`src/rtl/data_table_upsert_pkg.sv`:
```
// Shared types for the data-table upsert engine: task opcodes, result codes and FSM states.
package data_table_upsert_pkg;

    typedef enum logic [1:0] {
        OP_UPSERT      = 2'd0,
        OP_ADD_ONLY    = 2'd1,
        OP_UPDATE_ONLY = 2'd2,
        OP_RESERVED    = 2'd3
    } op_e;

    typedef enum logic [2:0] {
        RES_SUCCESS          = 3'd0,
        RES_SUCCESS_SAME_KEY = 3'd1,
        RES_TABLE_FULL       = 3'd2,
        RES_KEY_NOT_FOUND    = 3'd3,
        RES_KEY_EXISTS       = 3'd4,
        RES_CHAIN_TOO_LONG   = 3'd5
    } rescode_e;

    typedef enum logic [2:0] {
        ST_IDLE     = 3'd0,
        ST_RD_REQ   = 3'd1,
        ST_RD_WAIT  = 3'd2,
        ST_WR_VALUE = 3'd3,
        ST_WR_NEW   = 3'd4,
        ST_WR_LINK  = 3'd5,
        ST_RESULT   = 3'd6
    } state_e;

endpackage

```
`src/rtl/data_table_upsert_rd_data_val_helper.sv`:
```
// Delays the data RAM read enable by RAM_LATENCY cycles to flag valid read data.
module data_table_upsert_rd_data_val_helper #(
    parameter int unsigned RAM_LATENCY = 2
) (
    input  logic clk_i,
    input  logic rst_i,
    input  logic rd_en_i,
    output logic rd_data_val_o
);

    logic [RAM_LATENCY-1:0] pipe_q;
    logic [RAM_LATENCY-1:0] pipe_d;

    always_comb begin
        pipe_d = (pipe_q << 1) | RAM_LATENCY'(rd_en_i);
    end

    always_ff @(posedge clk_i or posedge rst_i) begin
        if (rst_i) begin
            pipe_q <= '0;
        end else begin
            pipe_q <= pipe_d;
        end
    end

    assign rd_data_val_o = pipe_q[RAM_LATENCY-1];

endmodule

```
`src/rtl/data_table_upsert.sv`:
```
// Single-task hash-table upsert engine: walks a bucket chain, then writes a new node
// before publishing its pointer, or rewrites the matching node's value in place.
module data_table_upsert
    import data_table_upsert_pkg::*;
#(
    parameter int unsigned RAM_LATENCY   = 2,
    parameter int unsigned A_WIDTH       = 10,
    parameter int unsigned BUCKET_WIDTH  = 8,
    parameter int unsigned KEY_WIDTH     = 32,
    parameter int unsigned VALUE_WIDTH   = 32,
    parameter int unsigned MAX_CHAIN_LEN = 8,
    parameter int unsigned HEAD_INSERT   = 0
) (
    input  logic                                 clk_i,
    input  logic                                 rst_i,
    input  logic                                 task_valid_i,
    output logic                                 task_ready_o,
    input  logic [1:0]                           task_op_i,
    input  logic [KEY_WIDTH-1:0]                 task_key_i,
    input  logic [VALUE_WIDTH-1:0]               task_value_i,
    input  logic [BUCKET_WIDTH-1:0]              task_bucket_i,
    input  logic [A_WIDTH-1:0]                   task_head_ptr_i,
    input  logic                                 task_head_ptr_val_i,
    output logic                                 rd_en_o,
    output logic [A_WIDTH-1:0]                   rd_addr_o,
    input  logic [KEY_WIDTH-1:0]                 rd_key_i,
    input  logic [VALUE_WIDTH-1:0]               rd_value_i,
    input  logic [A_WIDTH-1:0]                   rd_next_ptr_i,
    input  logic                                 rd_next_ptr_val_i,
    output logic                                 wr_en_o,
    output logic [A_WIDTH-1:0]                   wr_addr_o,
    output logic [KEY_WIDTH-1:0]                 wr_key_o,
    output logic [VALUE_WIDTH-1:0]               wr_value_o,
    output logic [A_WIDTH-1:0]                   wr_next_ptr_o,
    output logic                                 wr_next_ptr_val_o,
    input  logic [A_WIDTH-1:0]                   empty_addr_i,
    input  logic                                 empty_addr_val_i,
    output logic                                 empty_addr_rd_ack_o,
    output logic                                 head_wr_en_o,
    output logic [BUCKET_WIDTH-1:0]              head_wr_addr_o,
    output logic [A_WIDTH-1:0]                   head_wr_ptr_o,
    output logic                                 head_wr_ptr_val_o,
    output logic                                 result_valid_o,
    input  logic                                 result_ready_i,
    output logic [2:0]                           result_code_o,
    output logic [KEY_WIDTH-1:0]                 result_key_o,
    output logic [VALUE_WIDTH-1:0]               result_old_value_o,
    output logic [$clog2(MAX_CHAIN_LEN+1)-1:0]   result_chain_len_o
);

    localparam int unsigned CL_W = $clog2(MAX_CHAIN_LEN + 1);

    typedef struct packed {
        op_e                     op;
        logic [KEY_WIDTH-1:0]    key;
        logic [VALUE_WIDTH-1:0]  value;
        logic [BUCKET_WIDTH-1:0] bucket;
        logic [A_WIDTH-1:0]      head_ptr;
        logic                    head_val;
        logic [A_WIDTH-1:0]      addr;
        logic [CL_W-1:0]         chain_len;
        logic [KEY_WIDTH-1:0]    tail_key;
        logic [VALUE_WIDTH-1:0]  tail_value;
        logic [VALUE_WIDTH-1:0]  old_value;
    } ctx_t;

    typedef struct packed {
        logic                    task_ready;
        logic                    rd_en;
        logic [A_WIDTH-1:0]      rd_addr;
        logic                    wr_en;
        logic [A_WIDTH-1:0]      wr_addr;
        logic [KEY_WIDTH-1:0]    wr_key;
        logic [VALUE_WIDTH-1:0]  wr_value;
        logic [A_WIDTH-1:0]      wr_next_ptr;
        logic                    wr_next_ptr_val;
        logic                    ack;
        logic                    head_wr_en;
        logic [BUCKET_WIDTH-1:0] head_wr_addr;
        logic [A_WIDTH-1:0]      head_wr_ptr;
        logic                    head_wr_ptr_val;
        logic                    result_valid;
        rescode_e                result_code;
        logic [KEY_WIDTH-1:0]    result_key;
        logic [VALUE_WIDTH-1:0]  result_old_value;
        logic [CL_W-1:0]         result_chain_len;
    } out_t;

    state_e   state_q, state_d;
    ctx_t     ctx_q, ctx_d;
    out_t     out_q, out_d;
    logic     rd_data_val;
    logic     ins_go;
    logic     res_go;
    rescode_e res_code;

    data_table_upsert_rd_data_val_helper #(
        .RAM_LATENCY (RAM_LATENCY)
    ) u_rd_data_val_helper (
        .clk_i         (clk_i),
        .rst_i         (rst_i),
        .rd_en_i       (out_q.rd_en),
        .rd_data_val_o (rd_data_val)
    );

    always_comb begin
        state_d             = state_q;
        ctx_d               = ctx_q;
        out_d               = out_q;
        out_d.rd_en         = 1'b0;
        out_d.wr_en         = 1'b0;
        out_d.ack           = 1'b0;
        out_d.head_wr_en    = 1'b0;
        ins_go              = 1'b0;
        res_go              = 1'b0;
        res_code            = RES_SUCCESS;

        case (state_q)
            ST_IDLE: begin
                if (task_valid_i && out_q.task_ready) begin
                    ctx_d.op        = op_e'(task_op_i);
                    ctx_d.key       = task_key_i;
                    ctx_d.value     = task_value_i;
                    ctx_d.bucket    = task_bucket_i;
                    ctx_d.head_ptr  = task_head_ptr_i;
                    ctx_d.head_val  = task_head_ptr_val_i;
                    ctx_d.addr      = task_head_ptr_i;
                    ctx_d.chain_len = '0;
                    ctx_d.old_value = '0;
                    if (task_head_ptr_val_i) begin
                        state_d       = ST_RD_REQ;
                        out_d.rd_en   = 1'b1;
                        out_d.rd_addr = task_head_ptr_i;
                    end else begin
                        ins_go = 1'b1;
                    end
                end
            end
            ST_RD_REQ: begin
                ctx_d.chain_len = ctx_q.chain_len + CL_W'(1);
                state_d         = ST_RD_WAIT;
            end
            ST_RD_WAIT: begin
                if (rd_data_val) begin
                    if (rd_key_i == ctx_q.key) begin
                        ctx_d.old_value = rd_value_i;
                        if (ctx_q.op == OP_ADD_ONLY) begin
                            res_go   = 1'b1;
                            res_code = RES_KEY_EXISTS;
                        end else begin
                            state_d               = ST_WR_VALUE;
                            out_d.wr_en           = 1'b1;
                            out_d.wr_addr         = ctx_q.addr;
                            out_d.wr_key          = rd_key_i;
                            out_d.wr_value        = ctx_q.value;
                            out_d.wr_next_ptr     = rd_next_ptr_i;
                            out_d.wr_next_ptr_val = rd_next_ptr_val_i;
                        end
                    end else if (rd_next_ptr_val_i) begin
                        // Loop guard: a legal chain never has a successor after MAX_CHAIN_LEN nodes.
                        if (ctx_q.chain_len == CL_W'(MAX_CHAIN_LEN)) begin
                            res_go   = 1'b1;
                            res_code = RES_CHAIN_TOO_LONG;
                        end else begin
                            ctx_d.addr    = rd_next_ptr_i;
                            state_d       = ST_RD_REQ;
                            out_d.rd_en   = 1'b1;
                            out_d.rd_addr = rd_next_ptr_i;
                        end
                    end else begin
                        ctx_d.tail_key   = rd_key_i;
                        ctx_d.tail_value = rd_value_i;
                        ins_go           = 1'b1;
                    end
                end
            end
            ST_WR_VALUE: begin
                res_go   = 1'b1;
                res_code = RES_SUCCESS_SAME_KEY;
            end
            ST_WR_NEW: begin
                state_d   = ST_WR_LINK;
                out_d.ack = 1'b1;
                if (!ctx_q.head_val || (HEAD_INSERT != 0)) begin
                    out_d.head_wr_en      = 1'b1;
                    out_d.head_wr_addr    = ctx_q.bucket;
                    out_d.head_wr_ptr     = empty_addr_i;
                    out_d.head_wr_ptr_val = 1'b1;
                end else begin
                    out_d.wr_en           = 1'b1;
                    out_d.wr_addr         = ctx_q.addr;
                    out_d.wr_key          = ctx_q.tail_key;
                    out_d.wr_value        = ctx_q.tail_value;
                    out_d.wr_next_ptr     = empty_addr_i;
                    out_d.wr_next_ptr_val = 1'b1;
                end
            end
            ST_WR_LINK: begin
                res_go   = 1'b1;
                res_code = RES_SUCCESS;
            end
            ST_RESULT: begin
                if (result_ready_i) begin
                    state_d                = ST_IDLE;
                    out_d.result_valid     = 1'b0;
                    out_d.result_code      = RES_SUCCESS;
                    out_d.result_key       = '0;
                    out_d.result_old_value = '0;
                    out_d.result_chain_len = '0;
                end
            end
            default: state_d = ST_IDLE;
        endcase

        // Insert decision: the new node is written first, its pointer published in WR_LINK.
        if (ins_go) begin
            if (ctx_d.op == OP_UPDATE_ONLY) begin
                res_go   = 1'b1;
                res_code = RES_KEY_NOT_FOUND;
            end else if (ctx_d.chain_len == CL_W'(MAX_CHAIN_LEN)) begin
                res_go   = 1'b1;
                res_code = RES_CHAIN_TOO_LONG;
            end else if (!empty_addr_val_i) begin
                res_go   = 1'b1;
                res_code = RES_TABLE_FULL;
            end else begin
                state_d               = ST_WR_NEW;
                out_d.wr_en           = 1'b1;
                out_d.wr_addr         = empty_addr_i;
                out_d.wr_key          = ctx_d.key;
                out_d.wr_value        = ctx_d.value;
                out_d.wr_next_ptr     = '0;
                out_d.wr_next_ptr_val = 1'b0;
                if ((HEAD_INSERT != 0) && ctx_d.head_val) begin
                    out_d.wr_next_ptr     = ctx_d.head_ptr;
                    out_d.wr_next_ptr_val = 1'b1;
                end
            end
        end

        if (res_go) begin
            state_d                = ST_RESULT;
            out_d.result_valid     = 1'b1;
            out_d.result_code      = res_code;
            out_d.result_key       = ctx_d.key;
            out_d.result_old_value = ctx_d.old_value;
            out_d.result_chain_len = ctx_d.chain_len;
        end

        out_d.task_ready = (state_d == ST_IDLE);
    end

    always_ff @(posedge clk_i or posedge rst_i) begin
        if (rst_i) begin
            state_q <= ST_IDLE;
            ctx_q   <= '0;
            out_q   <= '0;
        end else begin
            state_q <= state_d;
            ctx_q   <= ctx_d;
            out_q   <= out_d;
        end
    end

    assign task_ready_o        = out_q.task_ready;
    assign rd_en_o             = out_q.rd_en;
    assign rd_addr_o           = out_q.rd_addr;
    assign wr_en_o             = out_q.wr_en;
    assign wr_addr_o           = out_q.wr_addr;
    assign wr_key_o            = out_q.wr_key;
    assign wr_value_o          = out_q.wr_value;
    assign wr_next_ptr_o       = out_q.wr_next_ptr;
    assign wr_next_ptr_val_o   = out_q.wr_next_ptr_val;
    assign empty_addr_rd_ack_o = out_q.ack;
    assign head_wr_en_o        = out_q.head_wr_en;
    assign head_wr_addr_o      = out_q.head_wr_addr;
    assign head_wr_ptr_o       = out_q.head_wr_ptr;
    assign head_wr_ptr_val_o   = out_q.head_wr_ptr_val;
    assign result_valid_o      = out_q.result_valid;
    assign result_code_o       = out_q.result_code;
    assign result_key_o        = out_q.result_key;
    assign result_old_value_o  = out_q.result_old_value;
    assign result_chain_len_o  = out_q.result_chain_len;

endmodule

```
`config.mk`:
```
export PLATFORM = sky130hd
export DESIGN_NAME = data_table_upsert
export DESIGN_NICKNAME = d
export VERILOG_FILES = /design/src/rtl/data_table_upsert_pkg.sv /design/src/rtl/data_table_upsert_rd_data_val_helper.sv /design/src/rtl/data_table_upsert.sv
export SDC_FILE = /design/constraint.sdc
export NUM_CORES = 1
export LEC_CHECK = 0
export CAP_MARGIN = 20
export CORE_MARGIN = 2
export CORE_UTILIZATION = 40
export DETAILED_ROUTE_END_ITERATION = 8
export PLACE_DENSITY = 0.64
export SLEW_MARGIN = 10
export SYNTH_ARGS = -nofsm -noshare
export SYNTH_HDL_FRONTEND = slang
export SYNTH_SLANG_ARGS = --single-unit
```
`constraint.sdc`:
```
create_clock -name clk_i -period 18.8 [get_ports clk_i]
set_clock_uncertainty 0.15 [all_clocks]
set_input_delay 2.82 -clock clk_i [delete_from_list [all_inputs] [get_ports clk_i]]
set_output_delay 2.82 -clock clk_i [all_outputs]
set_load 0.01 [all_outputs]
```
# Word level (Yosys, flattened, before mapping)
# Cells that the tools add are included.
# word_totals
wordCells	139
rom_bits	0
register_bits	391
n_memories	0
ramBits	0
in_bits	175
out_inout_bits	191
latch_bits	0
# classes
mux	72
mul	0
n_eq_ne	17
n_addsub	1
reduce_logical	13
n_shift	0
bitwise	4
n_div	0
order_cmp	0
# op_table
cell	n
$mux W86	7
$mux W72	3
$pmux W86 S2	1
$mux W99	1
$mux W97	1
$mux W32	3
$mux W85	1
$mux W3	22
$pmux W32 S2	1
$mux W11	5
$mux W10	4
$eq A32 B32 Y1	1
$pmux W11 S2	1
$mux W21	1
$mux W20	1
$pmux W10 S2	1
$pmux W3 S6	1
$mux W1	14
$ne A2 B2 Y1 const B	5
$eq A3 B3 Y1 const B	3
$eq A4 B4 Y1 const B	2
$pmux W4 S2	1
$reduce_and A7 Y1	1
$eq A3 B2 Y1 const B	2
other kinds (16)	24

# Logic depth before layout (Yosys ltp)
# Gate-level depths: netlist of the first run.
# logic_depth
depth_word	12
mapped_depth	11
depth_no_buf	9

# Modules after synthesis
# Synthesis of the first run repeated with hierarchy kept, for this count alone.
# unflattened
cells_unflattened	1602
area_unflattened_um2	16813.6
# by_module_without_submodules
mod	n_inst	cells_per_inst	seq_area_each_um2	area_each_um2
data_table_upsert	1	1599	9484.1	16759.8
data_table_upsert_rd_data_val_helper	1	3	50.0	53.8

# Worst setup path after synthesis of the first run
# OpenSTA, ideal clock, no wires.
# synth_timing
path_type	input to register
start	input rd_key_i[26]
end	register out_q (netlist bit result_old_value_o[7])
path_buffers	2
slack_ns	13.553
t_required_ns	18.522
t_arrival_ns	4.969
setup_ns	0.128
stages	9
path_cell_list	xor2_1 -> nor4_1 -> nand4_1 -> nor2_2 -> mux2i_1 -> and3_4 -> buf_6 -> buf_6 -> mux2_1
# synth_between
elab_chain_cells	10
elab_cells_between_ends	18
classes_between	eq/ne (1); mux (14); reduce/logical (3)
# synth_rtl
item	line_no	source
start: declaration	data_table_upsert.sv:26	input logic [KEY_WIDTH-1:0] rd_key_i,
$eq A32 B32 Y1 *	data_table_upsert.sv:145	if (rd_key_i == ctx_q.key) begin
$mux W1	data_table_upsert.sv:145	
$mux W1	data_table_upsert.sv:144	if (rd_data_val) begin
$pmux W1 S2	data_table_upsert.sv:118	case (state_q)
$mux W1	data_table_upsert.sv:223	end else if (!empty_addr_val_i) begin
$mux W1	data_table_upsert.sv:220	end else if (ctx_d.chain_len == CL_W'(MAX_CHAIN_LEN)) begin
$mux W1	data_table_upsert.sv:217	if (ctx_d.op == OP_UPDATE_ONLY) begin
$mux W1	data_table_upsert.sv:216	if (ins_go) begin
$reduce_bool A2 Y1 (no line)	-	
$reduce_and A2 Y1 (no line)	-	
end signal: assignment	data_table_upsert.sv:261	out_q <= out_d;
end: declaration	data_table_upsert.sv:91	out_t out_q, out_d;
# Mark *: on every way between the ends. The rest lies on a longest branch, timed or not.
# A chain may end at the register's enable or synchronous reset.

# Worst setup path after layout of the first run
# layout_timing
start	input rd_key_i[27]
end	register out_q (netlist bit result_key_o[10])
# layout_between
elab_chain_cells	10
elab_cells_between_ends	15
classes_between	eq/ne (1); mux (11); reduce/logical (3)
# layout_rtl
item	line_no
$eq A32 B32 Y1 *	data_table_upsert.sv:145
$mux W1	data_table_upsert.sv:145
$mux W1	data_table_upsert.sv:144
$pmux W1 S2	data_table_upsert.sv:118
$mux W1	data_table_upsert.sv:223
$mux W1	data_table_upsert.sv:220
$mux W1	data_table_upsert.sv:217
$mux W1 *	data_table_upsert.sv:216
$reduce_bool A2 Y1 (no line)	-
$reduce_and A2 Y1 (no line)	-
# Marks and branches as above.

==> results.yml, run 1 <==
sta:
  hold_violations: 0
  setup_viol: 0
  report.final.slew_viol_count: 0
  finalCritPeriodShare_pct: 36.8
  layout_setup_ws_ns: 11.88
  slew_headroom_pct: 22.5
  finalCriticalPeriod_ns: 6.92
  worst_pin_slew_ns: 1.16
  rsz0062_at_grt: "no"
  max_freq_mhz: 144
  fin_tns_setup_ns: 0
power_and_ir_drop:
  power.total_w: 0.00333
  switchingPower_w: 0.00106
  p_leak_nw: 10.3
  power_density_mw_per_mm2: 149
  p_seq_share_pct: 39.9
  pwr-share-clk_pct: 28.3
  p_int_w: 0.00227
  ir_worst_vdd_mv: 0.0725
  p_sw_share_pct: 31.9
  power_frac_comb_pct: 31.9
yosys:
  ys_seq_elements: 381
  synth_seq_area_share_pct: 57.6
  yosys_warnings: 0
  avgSynthCellArea_um2: 10.9
  yosysTopAreaCell: "dfrtp_1"
  synth_edf_count: 0
  yosys-top-cells-area: "dfrtp_1 (58%), nand2_1 (7.7%), mux2_2 (6.5%)"
  postSynthCellCount: 1517
  syn_area_mm2: 0.0166
  syn_nets: 1694
  yosysTopAreaCellShare_pct: 57.6
  synth_commonest_cells: "dfrtp_1 (381), nand2_1 (341), mux2_2 (95), a31oi_1 (80), mux2i_1 (77)"
  ys_types: 52
  synth.most_common_cell: "dfrtp_1"
  synthArstFlopShare_pct: 100
  ys.flop_type: "dfrtp_1"
worst_setup_path:
  end_kind: "register"
  required_ns: 19.12
  crit_fanout: 40
  cp-start-kind: "input port"
  r2r-end: "wr_key_o[3]$_DFF_PP0_"
  r2r_slack_ns: 14.03
  worst_ep_arrival_time_ns: 7.25
  r2r_cells: 8
  path_class: "input port to register"
  r2r-start: "state_q[1]$_DFF_PP0_"
finish:
  instances_no_fill: 2414
  drive_gt1_share_pct: 12.1
  area_growth_pct: 34.7
  fin_nets: 2024
global_route:
  grt_start_max_net_pins: 109
  grt_antenna_before_repair: 4
  track_usage_pct: 23.9
  grt_use_met1_pct: 32.6
  grt_first_pass_wirelength_um: 80200
  grtUsageMet2_pct: 37.3
  grt_overflow_total: 0
  grt.met3_usage_pct: 5.85
  grt_pass1_vias: 13300
  top_usage_layer: "met2"
clocking:
  cts-htree-levels: 2
  clock-sinks: 381
  cts_buffers: 43
  cts_hold_buffers: 0
  cts_max_path_buffers: 3
  tritoncts: "done"
  cts.clk_slew.worst_paths_ns: 0.06
  cts_resized: 0
  clock_latency_ns: 0.58
  cts-root-buf: "clkbuf_16"
  post_cts.repair.setup_buffers: 0
die:
  chipWidth_um: 208
  io_pins: 366
  die_h_um: 208
  rows: 74
  start_util_pct: 40.6
  die-area_mm2: 0.0431
  core_mm2: 0.0408
place:
  hpwlAfterDp_um: 32900
  gp_routability_congestion: 0.836
  portBuffers: 365
  dp_slack_ns: 11.27
  dpl.cell_count: 2333
hold_path:
  hold_depth: 0
  worstHoldEndpoint: "u_rd_data_val_helper.pipe_q[1]$_DFF_PP0_"
  worstHoldStart: "u_rd_data_val_helper.pipe_q[0]$_DFF_PP0_"
  hold_class: "register to register"
drt:
  vias_per_cell: 5.31
  drt-initial-drc-count: 934
  routed_wl_um: 51600
  first_pass_iters: 5
  antenna_left: 0
  drcViolationCount: 0
  route.vias.total: 12800
  routedWlPerCell_um: 21.4
run_status:
  status: "finished clean"
run:
  drv_cap: 0
-- per-stage QoR --
step	area, µm²	utilization (%)	hold WS (ns)
floorplan	16600	-	0.181
global placement	20700	50.7	0.189
detailed placement	20700	50.7	0.186
CTS	22300	54.6	0.209
global route	22300	54.7	0.235
finish	22300	54.7	0.214
-- worst max-delay path by stage --
stage                      start                            to  cells after the start
floorplan                  rst_i            ctx_q[0]$_DFF_PP0_                      1
detailed placement  rd_key_i[27]         wr_key_o[1]$_DFF_PP0_                      9
CTS                 rd_key_i[27]  result_key_o[10]$_DFFE_PP0P_                      9
global route        rd_key_i[27]  result_key_o[10]$_DFFE_PP0P_                      9
finish              rd_key_i[27]  result_key_o[10]$_DFFE_PP0P_                      9
global placement    rd_key_i[27]        wr_key_o[29]$_DFF_PP0_                      9
-- cells by family after synthesis --
group | synth area share [%]
AO/OA/AOI/OAI | 9.90
XOR/XNOR | 1.74
adder cells (fa/ha/maj) | 0.151
buffers and inverters | 3.47
flip-flops | 57.6
multiplexers | 12.7
AND/OR/NAND/NOR | 14.4
-- worst max-delay path, stage by stage --
cell	delay (ns)
clkdlybuf4s50_1	0.47
xor2_1	0.22
nor4_1	0.52
nand4_1	0.52
nor2_2	0.45
mux2i_1	0.50
and3_4	0.69
buf_4	0.69
mux2i_1	0.30
-- placed cells by master, fill, tap and decap left out, types with 4 or more instances in the layout --
master | Yosys | routed
clkbuf_16 | 0 | 44
a21oi_1 | 18 | 18
bufinv_16 | 0 | 9
and3_1 | 10 | 10
a221o_1 | 10 | 10
a22oi_1 | 74 | 74
o21ai_0 | 54 | 54
nor4_1 | 8 | 8
clkinv_2 | 0 | 7
mux2i_1 | 77 | 77
a31oi_1 | 80 | 80
and2_1 | 68 | 66
dfrtp_1 | 381 | 381
buf_4 | 3 | 19
nand2_1 | 341 | 340
mux2_1 | 4 | 4
mux2_4 | 15 | 15
xor2_1 | 32 | 32
clkbuf_8 | 0 | 10
nand3_1 | 14 | 13
nand2b_1 | 6 | 6
clkdlybuf4s50_1 | 0 | 365
nor2b_1 | 39 | 39
inv_1 | 38 | 37
mux2_2 | 95 | 95
nor2_1 | 18 | 17
-- area by class of cell --
type                            instances  area (µm²)
Multi-Input combinational cell        998        6540
Antenna cell                            2        5.00
Timing Repair Buffer                  385        3820
Sequential cell                       381        9530
Inverter                               38         150
Clock buffer                           57        1250
Tap cell                              532         666
Fill cell                            3530       18500
Clock inverter                         21         353
-- power groups by stage --
stage	Sequential (W)	Combinational, W	Clock, W
6_report	0.00133	0.00106	0.000941
5_1_grt	0.00137	0.00115	0.000996
4_1_cts	0.00133	0.00107	0.000960
3_5_place_dp	0.00133	0.00106	0
3_3_place_gp	0.00133	0.00104	0
2_1_floorplan	0.00136	0.000503	0
-- flip-flops by register name (all words and copies together) (netlist names), 10 cells and up --
signal / count
ctx_q: 185
head_wr_ptr_o: 10
rd_addr_o: 10
result_key_o: 32
result_old_value_o: 32
wr_addr_o: 10
wr_key_o: 32
wr_next_ptr_o: 10
wr_value_o: 32
-- routing by layer --
| metal | vias to the layer above | share of wire [%] |
|---|---|---|
| met2 | 400 | 46 |
| met3 | 91 | 6.7 |
| met1 | 6454 | 44 |
| met4 | 4 | 2.9 |
| met5 | - | 0.043 |
| li1 | 5871 | - |
Power figures use the tool's default switching activity.
==> inputs of run 2 (changes only) <==
--- a/config.mk
+++ b/config.mk
@@ -9,7 +9,7 @@
 export CORE_MARGIN = 2
 export CORE_UTILIZATION = 40
 export DETAILED_ROUTE_END_ITERATION = 8
-export PLACE_DENSITY = 0.64
+export PLACE_DENSITY = 0.66
 export SLEW_MARGIN = 10
 export SYNTH_ARGS = -nofsm -noshare
 export SYNTH_HDL_FRONTEND = slang
==> constraint.sdc (replaced) <==
create_clock -name clk_i -period 6.3 [get_ports clk_i]
set_clock_uncertainty 0.15 [all_clocks]
set_input_delay 0.945 -clock clk_i [delete_from_list [all_inputs] [get_ports clk_i]]
set_output_delay 0.945 -clock clk_i [all_outputs]
set_load 0.01 [all_outputs]
==> run 2 against run 1 <==
  * Clock power rose to 2.7 times the previous value
  * Count of clock-buffer cells in the layout up 6
  * Cell count about the same
  * Cell area down 0.61%
  * Via count up 0.82%
  * Utilization down 0.33 points
  * Combinational power rose to 3.0 times the previous value
  * Critical endpoint is now result_key_o[24]$_DFFE_PP0P_
==> results.yml, run 2 (synthesis gave the netlist of run 1 again) <==
die:
  rows: 74
  die_h_um: 208
  chipWidth_um: 208
  start_util_pct: 40.6
  die-area_mm2: 0.0431
  core_mm2: 0.0408
  io_pins: 366
worst_setup_path:
  cp-start-kind: "input port"
  r2r-start: "state_q[1]$_DFF_PP0_"
  crit_fanout: 36
  r2r-end: "wr_value_o[27]$_DFF_PP0_"
  worstPathCellList: "clkdlybuf4s50_1, xor2_1, nor4_1, nand4_1, nor2_2, mux2i_1, and3_4, buf_4, mux2i_1"
  max_stage_delay_ns: 0.71
  r2r_slack_ns: 2.12
  worst_ep_arrival_time_ns: 4.85
  r2r_cells: 9
  crit_path_frequent_cell: "mux2i_1"
  end_kind: "register"
  cp_slowest_cell: "and3_4"
  path_class: "input port to register"
  startpoint: "rd_key_i[1]"
  required_ns: 6.63
finish:
  drive_gt1_share_pct: 11.7
  instances_no_fill: 2412
  largest_reg_flops: 185
  layout_common_cells: "dfrtp_1 (381), clkdlybuf4s50_1 (365), nand2_1 (340)"
  regMostFlops: "ctx_q"
  area_growth_pct: 33.9
  layout_commonest_cell: "dfrtp_1"
  fin_nets: 2026
sta:
  setup_viol: 0
  finalCriticalPeriod_ns: 4.52
  finalCritPeriodShare_pct: 71.8
  rsz0062_at_grt: "no"
  worst_pin_slew_ns: 1.05
  report.final.slew_viol_count: 0
  max_freq_mhz: 221
  slew_headroom_pct: 30.2
  fin_tns_setup_ns: 0
  hold_violations: 0
hold_path:
  hold_depth: 0
  worstHoldStart: "u_rd_data_val_helper.pipe_q[0]$_DFF_PP0_"
  worstHoldEndpoint: "u_rd_data_val_helper.pipe_q[1]$_DFF_PP0_"
  hold_class: "register to register"
clocking:
  cts_buffers: 42
  cts_hold_buffers: 0
  cts-root-buf: "clkbuf_16"
  cts_max_path_buffers: 3
  cts-htree-levels: 2
  tritoncts: "done"
  cts_resized: 0
  post_cts.repair.setup_buffers: 0
  clock-sinks: 381
  clock_latency_ns: 0.56
  cts.clk_slew.worst_paths_ns: 0.06
run_status:
  status: "finished clean"
power_and_ir_drop:
  power_density_mw_per_mm2: 436
  ir_worst_vdd_mv: 0.250
  pwr-share-clk_pct: 25.9
  p_sw_share_pct: 32.5
  p_seq_share_pct: 41.1
  switchingPower_w: 0.00314
  power_frac_comb_pct: 33.0
  p_int_w: 0.00652
  p_leak_nw: 10.2
global_route:
  track_usage_pct: 23.9
  grt_antenna_before_repair: 2
  top_usage_layer: "met2"
  grt_first_pass_wirelength_um: 81000
  grt_overflow_total: 0
  grtUsageMet2_pct: 38.1
  grt.met3_usage_pct: 6.02
  grt_start_max_net_pins: 183
  grt_pass1_vias: 13600
  grt_use_met1_pct: 32.1
drt:
  route.vias.total: 12900
  routedWlPerCell_um: 21.5
  routed_wl_um: 51900
  drt-initial-drc-count: 832
  first_pass_iters: 5
  vias_per_cell: 5.36
  drcViolationCount: 0
  antenna_left: 0
place:
  dpl.cell_count: 2336
  gp_routability_congestion: 0.865
  portBuffers: 365
  hpwlAfterDp_um: 33700
run:
  drv_cap: 0
-- run 2: cell count changes in the layout (fill, tap and decap cells not counted), moves of 4 or more --
cell       previous run  this run
buf_12                0         4
bufinv_16             9         3
clkbuf_1              3         9
clkinv_2              7         3
-- run 2: final cells by class --
cell class	instances	area, µm²
fillers	3559	18600
diodes	1	2.50
well taps	532	666
repair buffers	388	3900
multi-input cells	998	6530
clock buffers	63	1260
flip-flops and latches	381	9530
clock inverters	11	145
inverters	38	146
-- run 2: per-layer routing --
metal / share of wire [%] / wire length (µm)
met1: 43 / 22300
met2: 47 / 24300
met3: 7.4 / 3840
met4: 2.7 / 1390
met5: 0.050 / 26
-- run 2: critical path: cells and delay by family --
kind,cells,cell delay (ns)
XOR/XNOR,1,0.22
multiplexers,2,0.73
AND/OR/NAND/NOR,4,2.09
buffers and inverters,2,0.84
-- run 2: worst max-delay path by stage --
stage,to,slack (ns)
after CTS,result_key_o[24]$_DFFE_PP0P_,1.74
after global routing,result_key_o[22]$_DFFE_PP0P_,1.55
after floorplan,ctx_q[0]$_DFF_PP0_,0.08
final,result_key_o[24]$_DFFE_PP0P_,1.78
after detailed placement,result_key_o[24]$_DFFE_PP0P_,1.16
after global placement,result_key_o[19]$_DFFE_PP0P_,1.32
-- run 2: through the flow --
stage / cell area, µm² / utilization, % / total power, W / hold WS (ns) / setup WS (ns)
after floorplan: 16600 / - / 0.00555 / 0.181 / 0.0850
after global placement: 20700 / 50.8 / 0.00709 / 0.191 / 1.32
after detailed placement: 20700 / 50.8 / 0.00718 / 0.195 / 1.16
after CTS: 22200 / 54.3 / 0.00975 / 0.201 / 1.74
after global routing: 22200 / 54.3 / 0.0102 / 0.212 / 1.55
final: 22200 / 54.3 / 0.00966 / 0.199 / 1.78
-- run 2: power groups by stage --
stage	Sequential, W	Combinational, W	Clock, W
2_1_floorplan	0.00405	0.00150	0
3_3_place_gp	0.00397	0.00313	0
3_5_place_dp	0.00399	0.00320	0
4_1_cts	0.00397	0.00321	0.00257
5_1_grt	0.00408	0.00347	0.00267
6_report	0.00397	0.00319	0.00251
